[src/rtl/fetch_queue_if.sv]
// fetch_queue_if
// Bundles the fetch-side push port, the decode-side pop port and the
// occupancy/status outputs of the fetch queue.
//   slave  : the queue itself (drives o_*, samples i_*)
//   master : the environment (fetch + decode + hazard control)
// Signal names keep the i_/o_ direction prefixes as seen from the queue.
interface fetch_queue_if #(
    parameter int DEPTH      = 4,
    parameter int ADDR_WIDTH = 26,
    parameter int DATA_WIDTH = 32
);
    logic                       i_flush;
    logic                       i_valid;
    logic [ADDR_WIDTH-1:0]      i_pc;
    logic [DATA_WIDTH-1:0]      i_instr;
    logic                       o_ready;
    logic                       o_valid;
    logic [ADDR_WIDTH-1:0]      o_pc;
    logic [DATA_WIDTH-1:0]      o_instr;
    logic                       o_misaligned;
    logic                       i_ready;
    logic                       o_full;
    logic                       o_empty;
    logic [$clog2(DEPTH):0]     o_count;

    modport slave (
        input  i_flush, i_valid, i_pc, i_instr, i_ready,
        output o_ready, o_valid, o_pc, o_instr, o_misaligned,
               o_full, o_empty, o_count
    );

    modport master (
        output i_flush, i_valid, i_pc, i_instr, i_ready,
        input  o_ready, o_valid, o_pc, o_instr, o_misaligned,
               o_full, o_empty, o_count
    );
endinterface

[src/rtl/fetch_queue.sv]
// fetch_queue
// In-order FIFO decoupling instruction fetch from decode. Holds {pc, instr}
// pairs, absorbs decode stalls, raises back-pressure when full and discards
// everything on a pc redirect.
// Ports:
//   clk    - clock
//   rst_n  - synchronous reset, active-low (control state only)
//   fq     - fetch_queue_if.slave:
//              i_flush        redirect, drop all entries
//              i_valid/i_pc/i_instr  push side from fetch
//              o_ready        push accepted when high (= !o_full)
//              o_valid/o_pc/o_instr/o_misaligned  head entry for decode
//              i_ready        decode consumes head
//              o_full/o_empty/o_count  occupancy status
module fetch_queue #(
    parameter int DEPTH      = 4,
    parameter int ADDR_WIDTH = 26,
    parameter int DATA_WIDTH = 32
) (
    input  logic              clk,
    input  logic              rst_n,
    fetch_queue_if.slave      fq
);
    localparam int PTR_W = $clog2(DEPTH);
    localparam int CNT_W = PTR_W + 1;
    localparam logic [CNT_W-1:0] CNT_FULL = CNT_W'(DEPTH);

    // Storage carries no reset; only pointers and count are control state.
    logic [ADDR_WIDTH-1:0] mem_pc_q    [DEPTH];
    logic [DATA_WIDTH-1:0] mem_instr_q [DEPTH];

    logic [PTR_W-1:0] wr_ptr_q, wr_ptr_d;
    logic [PTR_W-1:0] rd_ptr_q, rd_ptr_d;
    logic [CNT_W-1:0] count_q,  count_d;

    logic full, empty, push, pop;

    assign full  = (count_q == CNT_FULL);
    assign empty = (count_q == '0);
    // Both qualifiers come from registered state, so i_ready never
    // reaches o_ready combinationally; a full queue refuses a push even
    // when a pop happens in the same cycle.
    assign push  = fq.i_valid & ~full;
    assign pop   = fq.i_ready & ~empty;

    always_comb begin
        wr_ptr_d = wr_ptr_q;
        rd_ptr_d = rd_ptr_q;
        count_d  = count_q;
        if (fq.i_flush) begin
            wr_ptr_d = '0;
            rd_ptr_d = '0;
            count_d  = '0;
        end else begin
            // DEPTH is a power of two, so pointer wrap is natural overflow.
            if (push) wr_ptr_d = wr_ptr_q + PTR_W'(1);
            if (pop)  rd_ptr_d = rd_ptr_q + PTR_W'(1);
            case ({push, pop})
                2'b10:   count_d = count_q + CNT_W'(1);
                2'b01:   count_d = count_q - CNT_W'(1);
                default: count_d = count_q;
            endcase
        end
    end

    always_ff @(posedge clk) begin
        if (!rst_n) begin
            wr_ptr_q <= '0;
            rd_ptr_q <= '0;
            count_q  <= '0;
        end else begin
            wr_ptr_q <= wr_ptr_d;
            rd_ptr_q <= rd_ptr_d;
            count_q  <= count_d;
        end
    end

    // A push coinciding with a flush is dropped; the fetch unit refetches.
    always_ff @(posedge clk) begin
        if (push && !fq.i_flush) begin
            mem_pc_q[wr_ptr_q]    <= fq.i_pc;
            mem_instr_q[wr_ptr_q] <= fq.i_instr;
        end
    end

    assign fq.o_ready      = ~full;
    assign fq.o_full       = full;
    assign fq.o_empty      = empty;
    assign fq.o_count      = count_q;
    assign fq.o_valid      = ~empty;
    // Head is read without a register; gated so stale storage never leaks.
    assign fq.o_pc         = empty ? '0 : mem_pc_q[rd_ptr_q];
    assign fq.o_instr      = empty ? '0 : mem_instr_q[rd_ptr_q];
    assign fq.o_misaligned = ~empty & (mem_pc_q[rd_ptr_q][1:0] != 2'b00);

`ifndef SYNTHESIS
    always_ff @(posedge clk) begin
        if (rst_n) begin
            assert (count_q <= CNT_FULL)
                else $error("fetch_queue occupancy above DEPTH: %0d", count_q);
        end
    end
`endif
endmodule

[src/flat_wrapper.sv]
// flat-port wrapper written by rule: the top's interface ports become plain ports
module fetch_queue_flat 
#(
    parameter int DEPTH      = 4,
    parameter int ADDR_WIDTH = 26,
    parameter int DATA_WIDTH = 32
)
  (clk, rst_n, fq_i_flush, fq_i_valid, fq_i_pc, fq_i_instr, fq_i_ready, fq_o_ready, fq_o_valid, fq_o_pc, fq_o_instr, fq_o_misaligned, fq_o_full, fq_o_empty, fq_o_count);
  fetch_queue_if #(.DEPTH(DEPTH), .ADDR_WIDTH(ADDR_WIDTH), .DATA_WIDTH(DATA_WIDTH)) fq_i ();
  input  logic clk;
  input  logic rst_n;
  input wire logic [$bits(fq_i.i_flush)-1:0] fq_i_flush;
  input wire logic [$bits(fq_i.i_valid)-1:0] fq_i_valid;
  input wire logic [$bits(fq_i.i_pc)-1:0] fq_i_pc;
  input wire logic [$bits(fq_i.i_instr)-1:0] fq_i_instr;
  input wire logic [$bits(fq_i.i_ready)-1:0] fq_i_ready;
  output wire logic [$bits(fq_i.o_ready)-1:0] fq_o_ready;
  output wire logic [$bits(fq_i.o_valid)-1:0] fq_o_valid;
  output wire logic [$bits(fq_i.o_pc)-1:0] fq_o_pc;
  output wire logic [$bits(fq_i.o_instr)-1:0] fq_o_instr;
  output wire logic [$bits(fq_i.o_misaligned)-1:0] fq_o_misaligned;
  output wire logic [$bits(fq_i.o_full)-1:0] fq_o_full;
  output wire logic [$bits(fq_i.o_empty)-1:0] fq_o_empty;
  output wire logic [$bits(fq_i.o_count)-1:0] fq_o_count;
  assign fq_i.i_flush = fq_i_flush;
  assign fq_i.i_valid = fq_i_valid;
  assign fq_i.i_pc = fq_i_pc;
  assign fq_i.i_instr = fq_i_instr;
  assign fq_i.i_ready = fq_i_ready;
  assign fq_o_ready = fq_i.o_ready;
  assign fq_o_valid = fq_i.o_valid;
  assign fq_o_pc = fq_i.o_pc;
  assign fq_o_instr = fq_i.o_instr;
  assign fq_o_misaligned = fq_i.o_misaligned;
  assign fq_o_full = fq_i.o_full;
  assign fq_o_empty = fq_i.o_empty;
  assign fq_o_count = fq_i.o_count;
  fetch_queue #(.DEPTH(DEPTH), .ADDR_WIDTH(ADDR_WIDTH), .DATA_WIDTH(DATA_WIDTH)) u_core (.clk(clk), .rst_n(rst_n), .fq(fq_i));
endmodule
[config.mk]
export PLATFORM = sky130hd
export DESIGN_NAME = fetch_queue_flat
export DESIGN_NICKNAME = d
export VERILOG_FILES = /design/src/rtl/fetch_queue_if.sv /design/src/rtl/fetch_queue.sv /design/src/flat_wrapper.sv
export SDC_FILE = /design/constraint.sdc
export NUM_CORES = 1
export LEC_CHECK = 0
export BUFFER_PORTS_ARGS = -buffer_cell sky130_fd_sc_hd__buf_2
export CORE_UTILIZATION = 57
export CTS_CLUSTER_DIAMETER = 200
export DETAILED_ROUTE_END_ITERATION = 8
export PLACE_DENSITY = 0.82
export SLEW_MARGIN = 20
export SYNTH_ARGS = -nofsm -noshare
export SYNTH_HDL_FRONTEND = slang
export SYNTH_SLANG_ARGS = --single-unit
[constraint.sdc]
create_clock -name clk -period 3.33 [get_ports clk]
set_clock_uncertainty 0.2 [all_clocks]
set_input_delay 0.666 -clock clk [delete_from_list [all_inputs] [get_ports clk]]
set_output_delay 0.666 -clock clk [all_outputs]
set_load 0.01 [all_outputs]
-- Word-level counts from Yosys, hierarchy flattened
Memory sizes are Yosys's and may differ from the RTL's. A register that Yosys moved wholly into a read port is not among the register bits.
Cells that the tools add are included.
- register bits after elaboration: 7
- RAM bits: 232
- bits of input ports: 63
- output and inout bits: 66
- word-level logic and storage cells: 33
- memories kept: 2
- $add $sub $neg: 4
- eq/ne operators: 3
- multiplexer cells: 9
- bitwise operators: 6
- reductions and logical operators: 6
- memory list (memory ; depth ; width ; rd ports ; clocked after Yosys merged registers in ; write ports ; line ; text):
    u_core.mem_instr_q ; 4 ; 32 ; 1 ; 1 ; 1 ; fetch_queue.sv:30 ; logic [DATA_WIDTH-1:0] mem_instr_q [DEPTH];
    u_core.mem_pc_q ; 4 ; 26 ; 1 ; 1 ; 1 ; fetch_queue.sv:29 ; logic [ADDR_WIDTH-1:0] mem_pc_q [DEPTH];
- operators with widths (operator ; number):
    32-bit two-way mux ; 1
    26-bit two-way mux ; 1
    2-bit two-way mux ; 4
    3-bit one-hot mux with 2 select lines ; 1
    2-bit by 1-bit adder with 2-bit output (second input constant) ; 2
    2-bit nonzero test ; 2
    3-bit by 1-bit adder with 3-bit output (second input constant) ; 1
    1-bit bitwise AND ; 3
    3-bit equality test (second input constant) ; 1
    3-bit zero test ; 1
    1-bit inverter ; 3
    3-bit by 1-bit subtractor with 3-bit output (second input constant) ; 1
    2-bit by 1-bit equality test with 1-bit output (second input constant) ; 1
    2-bit equality test (second input constant) ; 1
    1-bit two-way mux ; 2
    2-bit OR reduction ; 1
    1-bit logical AND ; 1
    1-bit zero test ; 1

-- Depth between registers and ports, before layout
- word-level depth: 6
- mapped depth: 9
- depth with buffers taken out: 8

-- Worst setup path before layout
Ideal clock, no wire load.
- path type: register to register
- start point: reg u_core.count_q[0], in the netlist u_core.fq.o_count[0]
- end point: mem u_core.mem_instr_q[2][0] (enable)
- arrival: 2.565 ns
- slack: 0.143 ns
- cell stages (with the launch flop): 6
- buffers on the path: 1
- clock period less this slack: 3.187 ns
- cell sequence: dfxtp_1 > or3b_1 > clkbuf_1 > inv_2 > nor3_1 > and2_1
- cells in the longest elaborated chain, start to end: 6
- ends and longest elaborated chain (what ; line ; text):
    from (decl) ; fetch_queue.sv:34 ; logic [CNT_W-1:0] count_q, count_d;
    from (signal assigned) ; fetch_queue.sv:74 ; count_q <= count_d;
    3-bit equality test ; fetch_queue.sv:38 ; assign full = (count_q == CNT_FULL);
    1-bit inverter ; -- ;
    via fq_o_ready ; flat_wrapper.sv:17 ; output wire logic [$bits(fq_i.o_ready)-1:0] fq_o_ready;
    1-bit bitwise AND ; fetch_queue.sv:43 ; assign push = fq.i_valid & ~full;
    1-bit logical AND ; fetch_queue.sv:80 ; if (push && !fq.i_flush) begin
    1-bit two-way mux ; fetch_queue.sv:80 ;
    1-bit two-way mux (not written as such) ; fetch_queue.sv:82 ; mem_instr_q[wr_ptr_q] <= fq.i_instr;
    to (decl) ; fetch_queue.sv:30 ;
The timed path passes the listed nets, and every way through them passes these cells.

==> reports/metrics.yaml <==
drt_first_pass_iters: 5
final_common_cell: "edfxtp_1"
drt_iter0_drc: 263
cts_root_buf: "clkbuf_16"
tightest_slew_ns: 0.507
arrival_ns: 2.17
dp.final_hpwl_mm: 10.2
fmax_mhz: 329
syn_area_um2: 9240
drt-met1-wl_mm: 6.83
timing.final.max_slew_violations: 0
postLayoutCoreUtil_pct: 70.1
rows: 46
endpoint_kind: "output port"
synth_mux_area_share_pct: 14.1
slew_headroom_pct: 66.2
grt_pass1_vias: 4795
synth_top_area_share_pct: 75.4
diodes: 0
synth_fa_ha_area_share_pct: 0.894
start_util_pct: 58.4
synth-compound-area-share_pct: 0.555
nNetsFinal: 642
ys_ff_latch: 241
holdBufCountCts: 0
required_ns: 2.46
ys_warn_count: 0
p_per_area_nw_per_um2: 590
ir_drop_mv: 0.493
status: "complete, no violations"
core_um2: 15800
synth_top_family_by_area: "multiplexers"
finalSetupViolations: 0
hold_path.class: "in2reg"
clk_latency_ns: 0.50
synth_cells: 426
maxCapViolCount: 0
period_needed_ns: 3.04
wl_met3_mm: 1.18
routedWlPerCell_um: 20.5
grt_pass1_wl_mm: 25.1
fin_setup_tns_ns: 0
rrSetupSlack_ns: 0.67
die_h_um: 129
cts_made_buffers: 24
power_leakage_nw: 3.82
cts_tree: "built"
routed.top_layer: "met5"
wl_mm: 16.5
ant_nets: 0
finalHoldViolations: 0
drc_errors: 0
cts.path.max_buffers: 3
overflow: 0
routed_via_density: 5.56
fin_hold_ws_ns: 0.170
die_x_um: 129
cts_max_level: 1
clkSinkCount: 241
drive_gt1_share_pct: 41.6
io_buffers: 128
yosys.cell_types.count: 26
grt_antenna_before_repair: 1
path_class: "reg2out"
rsz0062_at_grt: "false"
post_cts_buffers: 0
fillers: 990
grt_max_degree: 42
post-route-period-util_pct: 91.2
yosys.area_share.simple_pct: 5.01
wl_met2_mm: 8.25
dr_total_vias: 4488
syn2layout_area_growth_pct: 20.1
place_congestion: 0.742
synth_xor_area_share_pct: 0.379
synth.area.top_cells: "edfxtp_1, mux4_2, nor2b_1, dfxtp_1, ha_1"
io_pins: 129
yosys.area.top_type: "edfxtp_1"
cp_max_fo: 22
startpoint_type: "flip-flop"
syn_area_per_cell_um2: 21.7
synth_fp_nets: 495
ys_seq_area_share_pct: 77.4
clk_pin_slew_ns: 0.06
post_cts_resized: 0
die_area_um2: 16700
mostFrequentLayoutCells: "edfxtp_1, buf_2, mux4_2, nor2b_1, clkbuf_16"
grt_usage_pct: 20.3
==> synthesized netlist by cell type (all sizes together) <==
| cell type | instances |
|---|---|
| a21oi | 4 |
| and2 | 4 |
| buf | 13 |
| clkbuf | 8 |
| dfxtp | 9 |
| edfxtp | 232 |
| fa | 1 |
| ha | 5 |
| inv | 9 |
| mux4 | 58 |
| nand2 | 1 |
| nand2b | 1 |
| nand3 | 2 |
| nor2 | 8 |
| nor2b | 58 |
| nor3 | 2 |
| o21ai | 3 |
| o311ai | 1 |
| o31ai | 1 |
| or3 | 1 |
| or3b | 1 |
| xor2 | 4 |
==> final cells by class <==
cell class	instances	area, um2	share of cell area (%)
clock buffer	26	629	5.68
clock inverter	18	220	1.99
inverter	9	33.8	0.305
multi-input combinational	155	1950	17.6
sequential	241	7150	64.5
tap	216	270	2.44
timing repair buffer	142	833	7.51
==> through the flow <==
step           cells  area (um2)  setup slack [ns]  power [W]
3_5_place_dp     763       10200             0.745    0.00378
4_1_cts          807       11100             0.243    0.00660
2_1_floorplan    426        9240             0.143    0.00362
5_1_grt          807       11100             0.193    0.00673
6_report         807       11100             0.294    0.00655
3_3_place_gp     763       10200             0.807    0.00377
==> metal layers <==
metal  GRT usage (%)  vias up
met5               0        -
met4            5.47        2
met3            5.04       24
met2            34.9      165
met1            25.9     2292
li1                -     2005
==> flip-flops by register name, indices dropped and copies added, names as in the netlist, named ones only <==
register            cells
u_core.mem_instr_q    128
u_core.wr_ptr_q         2
u_core.mem_pc_q       104
u_core.rd_ptr_q         2
u_core.fq.o_count       3
==> final timing paths <==
check	from	end	depth (start not counted)
worst max-delay path	flip-flop	fq_o_instr[13]	4
worst min-delay path	fq_i_instr[19]	u_core.mem_instr_q[0][19]	1
worst max register to register	u_core.fq.o_count[2]	u_core.fq.o_count[2]	8
worst min register to register	u_core.rd_ptr_q[0]	u_core.rd_ptr_q[0]	2
==> logic make-up (layout without fill, tap and decap cells) <==
family,after synthesis,after routing
DFF,241,241
and+or+nand+nor,78,78
muxes,58,58
buffers and inverters,30,195
AOI/OAI and AO/OA,9,9
adders and majority gates,6,6
xor gates and xnor gates,4,4
==> power breakdown <==
group,switching (W),total (W),internal [W]
combinational,0.000183,0.000328,0.000145
clock,0.00108,0.00283,0.00175
sequential,0.0000145,0.00339,0.00337
==> critical path, cell delays in order, from the launching register on <==
cell	delay, ns
dfxtp_4	0.36
buf_4	0.42
mux4_2	0.57
nor2b_1	0.16
buf_2	0.16
No activity file was read; power rests on OpenSTA's default activity.
